===== src/rtl/parity_rr_arbiter.sv =====
// Two-requester round-robin arbiter in front of a shared 9-bit parity
// generator, with a one-entry registered result stage and served counters.
module parity_rr_arbiter #(
    parameter int CNT_W = 8
) (
    input  logic             clk,
    input  logic             rst_n,
    input  logic             req0_valid,
    input  logic [8:0]       req0_data,
    input  logic             req0_odd,
    output logic             req0_ready,
    input  logic             req1_valid,
    input  logic [8:0]       req1_data,
    input  logic             req1_odd,
    output logic             req1_ready,
    output logic             res_valid,
    input  logic             res_ready,
    output logic [8:0]       res_data,
    output logic             res_parity,
    output logic             res_id,
    output logic [CNT_W-1:0] served0,
    output logic [CNT_W-1:0] served1
);

    localparam logic [CNT_W-1:0] CNT_MAX = '1;

    logic       last_gnt;
    logic       can_accept;
    logic       any_req;
    logic       gnt_id;
    logic       take0;
    logic       take1;
    logic       take;
    logic [8:0] sel_data;
    logic       sel_odd;
    logic       sel_parity;

    always_comb begin
        can_accept = !res_valid | res_ready;
        any_req    = req0_valid | req1_valid;
        // Contention goes to whoever did not win last; otherwise the sole requester.
        gnt_id     = (req0_valid & req1_valid) ? ~last_gnt : req1_valid;
        req0_ready = rst_n & can_accept & any_req & ~gnt_id;
        req1_ready = rst_n & can_accept & any_req & gnt_id;
        take0      = req0_valid & req0_ready;
        take1      = req1_valid & req1_ready;
        take       = take0 | take1;
        sel_data   = gnt_id ? req1_data : req0_data;
        sel_odd    = gnt_id ? req1_odd : req0_odd;
        sel_parity = (^sel_data) ^ sel_odd;
    end

    always_ff @(posedge clk or negedge rst_n) begin
        if (!rst_n) begin
            res_valid  <= 1'b0;
            res_data   <= '0;
            res_parity <= 1'b0;
            res_id     <= 1'b0;
            last_gnt   <= 1'b1;
        end else if (take) begin
            res_valid  <= 1'b1;
            res_data   <= sel_data;
            res_parity <= sel_parity;
            res_id     <= gnt_id;
            last_gnt   <= gnt_id;
        end else if (res_ready) begin
            res_valid  <= 1'b0;
        end
    end

    always_ff @(posedge clk or negedge rst_n) begin
        if (!rst_n) begin
            served0 <= '0;
            served1 <= '0;
        end else begin
            if (take0 && served0 != CNT_MAX) served0 <= served0 + 1'b1;
            if (take1 && served1 != CNT_MAX) served1 <= served1 + 1'b1;
        end
    end

endmodule


===== config.mk =====
export PLATFORM = sky130hd
export DESIGN_NAME = parity_rr_arbiter
export DESIGN_NICKNAME = d
export VERILOG_FILES = /design/src/rtl/parity_rr_arbiter.sv
export SDC_FILE = /design/constraint.sdc
export NUM_CORES = 1
export LEC_CHECK = 0
export ABC_AREA = 1
export BUFFER_PORTS_ARGS = -buffer_cell sky130_fd_sc_hd__clkbuf_2
export CAP_MARGIN = 15
export CORE_MARGIN = 8
export CORE_UTILIZATION = 54
export CTS_CLUSTER_DIAMETER = 60
export DETAILED_ROUTE_END_ITERATION = 8
export GPL_ROUTABILITY_DRIVEN = 0
export PLACE_DENSITY = 0.84
export SLEW_MARGIN = 20
export SYNTH_ARGS = -nofsm -noshare
export SYNTH_HDL_FRONTEND = slang
export SYNTH_SLANG_ARGS = --single-unit

===== constraint.sdc =====
create_clock -name clk -period 3 [get_ports clk]
set_clock_uncertainty 0.05 [all_clocks]
set_input_delay 0.6 -clock clk [delete_from_list [all_inputs] [get_ports clk]]
set_output_delay 0.6 -clock clk [all_outputs]
set_load 0.005 [all_outputs]

==> qor.csv <==
metric;value;unit
fin crit period;2.258;ns
Yosys top cell by area;dfrtp_1;
synthesis-stage register bit count;29;
Overall Global Routing Usage;16.38;%
Syn Inst Count;227;
share of cells above drive strength 1;27.72;%
Startpoint Class;primary input;
Gate power share;31.2;%
crit-path max cell delay;0.32;ns
RSZ-0062 raised after global routing;false;
Syn Nets;254;
placeable core area;3028;um2
CTS clk-pin slew, worst paths;0.11;ns
crit-path max FO;21;
DP HPWL;3.111;mm
final setup TNS;0;ns
worst path bufs/invs;2;
highest clock rate;442.8;MHz
worst reg2reg setup slack;0.97;ns
Post-Syn Area;1709;um2
Max Slew Vio Count;0;
Sink Count;29;
Post-synth EDFFs;0;
clk buf depth;2;
Pwr Density;630.2;nW/um2
number of global-route vias before repair;1515;
DRT Pass-1 Iters;4;
worst-skew pair later-pin latency;0.34;ns
post-CTS setup buffers;0;
count leader, synth;nand2_1;
Initial Util;56.45;%
DIE WIDTH;72.26;um
initial drt markers;103;
Die Y;72.26;um
Post-CTS Resized;0;
Worst-Margin Slew;0.3759;ns
Cell Chain, Critical Path;clkbuf_2 > nand2_2 > nor2_4 > clkbuf_2;
IO Pins;55;
Most common cell on crit path;clkbuf_2;
Max Cap Violations;0;
Die Area;5222;um2
post-synthesis cell type count;27;
critical path class;in -> out;
Main synth FF type;dfrtp_1;
most area-consuming cells after synthesis;dfrtp_1, nand2_1, nand3_1;
register area share after synthesis;42.53;%
# DRC;0;
initial antenna violation count;0;
number of synthesis warnings;0;
TritonCTS buffer count;5;
pin count of the biggest net entering global routing;30;
ANT nets after route;0;
vias;1590;
Routed Wire Length;3.939;mm
worst path required time;2.35;ns
pre-CTS WS;0.7420;ns
Mapped Avg Cell Area;7.529;um2
Peak VDD IR;0.4445;mV
Data arrival, critical path;1.61;ns
first-pass GRT wire length;6.789;mm
ant diodes;0;
CP Capture Type;primary output;
period utilisation layout;75.28;%
static leakage;1.214;nW
fill count;284;
Reg power frac;44.8;%
Slew headroom;74.85;%
number of port buffers;54;
area share of the largest cell type after synthesis;41.00;%
TritonCTS clock tree;done;
status;finished, final reports clean;
internal power;0.0008565;W
Sw Share;34.95;%
min-delay worst type;in -> async;
CTS Hold Buffers Added;0;
clock share of power;24.0;%
setup ws final;0.7417;ns
Final nets;311;
root buffer cell;clkbuf_4;
Setup violations, final;0;
Crit-path slowest cell;clkbuf_2;
Area Overhead vs Synth;22.25;%
H-Tree Depth;2;
drt wl/cell;11.97;um
top cells by count, synth;nand2_1, dfrtp_1, inv_1, nand3_1, o21ai_0;
cell family with most CP delay;simple AND/OR/NAND/NOR gates;
grt total ovfl;0;
num rows;20;
Final Hold Viols;0;
Async SR Flop Fraction;100.0;%
sw power;0.0004603;W
vias per inst;4.833;
==> registers in the layout, summed over array words and instances, names as in the netlist <==
| signal | count |
|---|---|
| last_gnt | 1 |
| res_parity | 1 |
| res_valid | 1 |
| served0 | 8 |
| served1 | 8 |
| res_id | 1 |
| res_data | 9 |
==> routing by layer <==
layer | share of wire [%] | global-route usage (%)
met3 | 8.0 | 6.474
met4 | 1.9 | 7.710
met1 | 41 | 18.65
met5 | 0 | 0
met2 | 49 | 26.18
==> area by class of cell <==
cell class | instances | area (um2) | share of cell area, %
clock inverters | 2 | 35.03 | 1.677
inverters | 26 | 97.59 | 4.671
clock buffers | 6 | 41.29 | 1.976
repair buffers | 57 | 292.8 | 14.01
well taps | 44 | 55.05 | 2.635
multi-input cells | 165 | 840.8 | 40.24
flip-flops and latches | 29 | 726.9 | 34.79
==> per-stage QoR <==
stage | cells | cell area [um2] | total power [W] | utilization (%) | hold WS, ns
global route | 329 | 2090 | 0.001416 | 69.01 | 0.2676
detailed placement | 321 | 2013 | 0.001015 | 66.49 | 0.4226
floorplan | 227 | 1709 | 0.0008281 | - | 0.2544
finish | 329 | 2090 | 0.001317 | 69.01 | 0.2420
global placement | 321 | 2013 | 0.0009949 | 66.49 | 0.4154
CTS | 329 | 2090 | 0.001334 | 69.01 | 0.2388
==> final timing paths <==
kind,startpoint,to,depth (start not counted)
setup / recovery,req1_valid,req1_ready,4
hold / removal,rst_n,served0[2]$_DFFE_PN0P_,2
setup reg to reg,last_gnt$_DFFE_PN1P_,res_parity$_DFFE_PN0P_,13
hold reg to reg,res_data[6]$_DFFE_PN0P_,res_data[6]$_DFFE_PN0P_,2
max in group asynchronous,rst_n,last_gnt$_DFFE_PN1P_,2
min in group clk,res_ready,res_valid$_DFFE_PN0P_,2
==> power groups by stage <==
| stage | Sequential (W) | Clock, W | Combinational, W |
|---|---|---|---|
| after global routing | 0.000605 | 0.000338 | 0.000473 |
| after detailed placement | 0.000596 | 0 | 0.000418 |
| final | 0.000590 | 0.000316 | 0.000411 |
| after CTS | 0.000590 | 0.000324 | 0.000420 |
| after floorplan | 0.000595 | 0 | 0.000233 |
| after global placement | 0.000594 | 0 | 0.000401 |
==> cells in the final DEF (no fill, tap or decap), types with 2 or more instances in the layout <==
| cell type | Yosys | layout |
|---|---|---|
| xnor2_1 | 6 | 6 |
| nor3_1 | 2 | 2 |
| nand3_1 | 20 | 20 |
| nand2_2 | 2 | 2 |
| nand2_1 | 90 | 90 |
| o21ai_0 | 12 | 12 |
| dfrtp_1 | 28 | 28 |
| mux2_2 | 2 | 2 |
| nor2_1 | 5 | 5 |
| ha_1 | 2 | 2 |
| inv_1 | 23 | 23 |
| xor2_1 | 8 | 8 |
| buf_4 | 2 | 3 |
| clkbuf_4 | 0 | 5 |
| o21ai_2 | 2 | 2 |
| clkbuf_2 | 0 | 54 |
| nand3b_1 | 7 | 7 |
| inv_2 | 3 | 3 |
==> kinds of logic after synthesis <==
logic type / synth area share [%]
adders and majority gates: 1.464
AOI/OAI and AO/OA: 5.491
buffers and inverters: 8.272
xor gates and xnor gates: 7.174
muxes: 1.318
and+or+nand+nor: 33.75
DFF: 42.53
No activity file was read; power rests on OpenSTA's default activity.
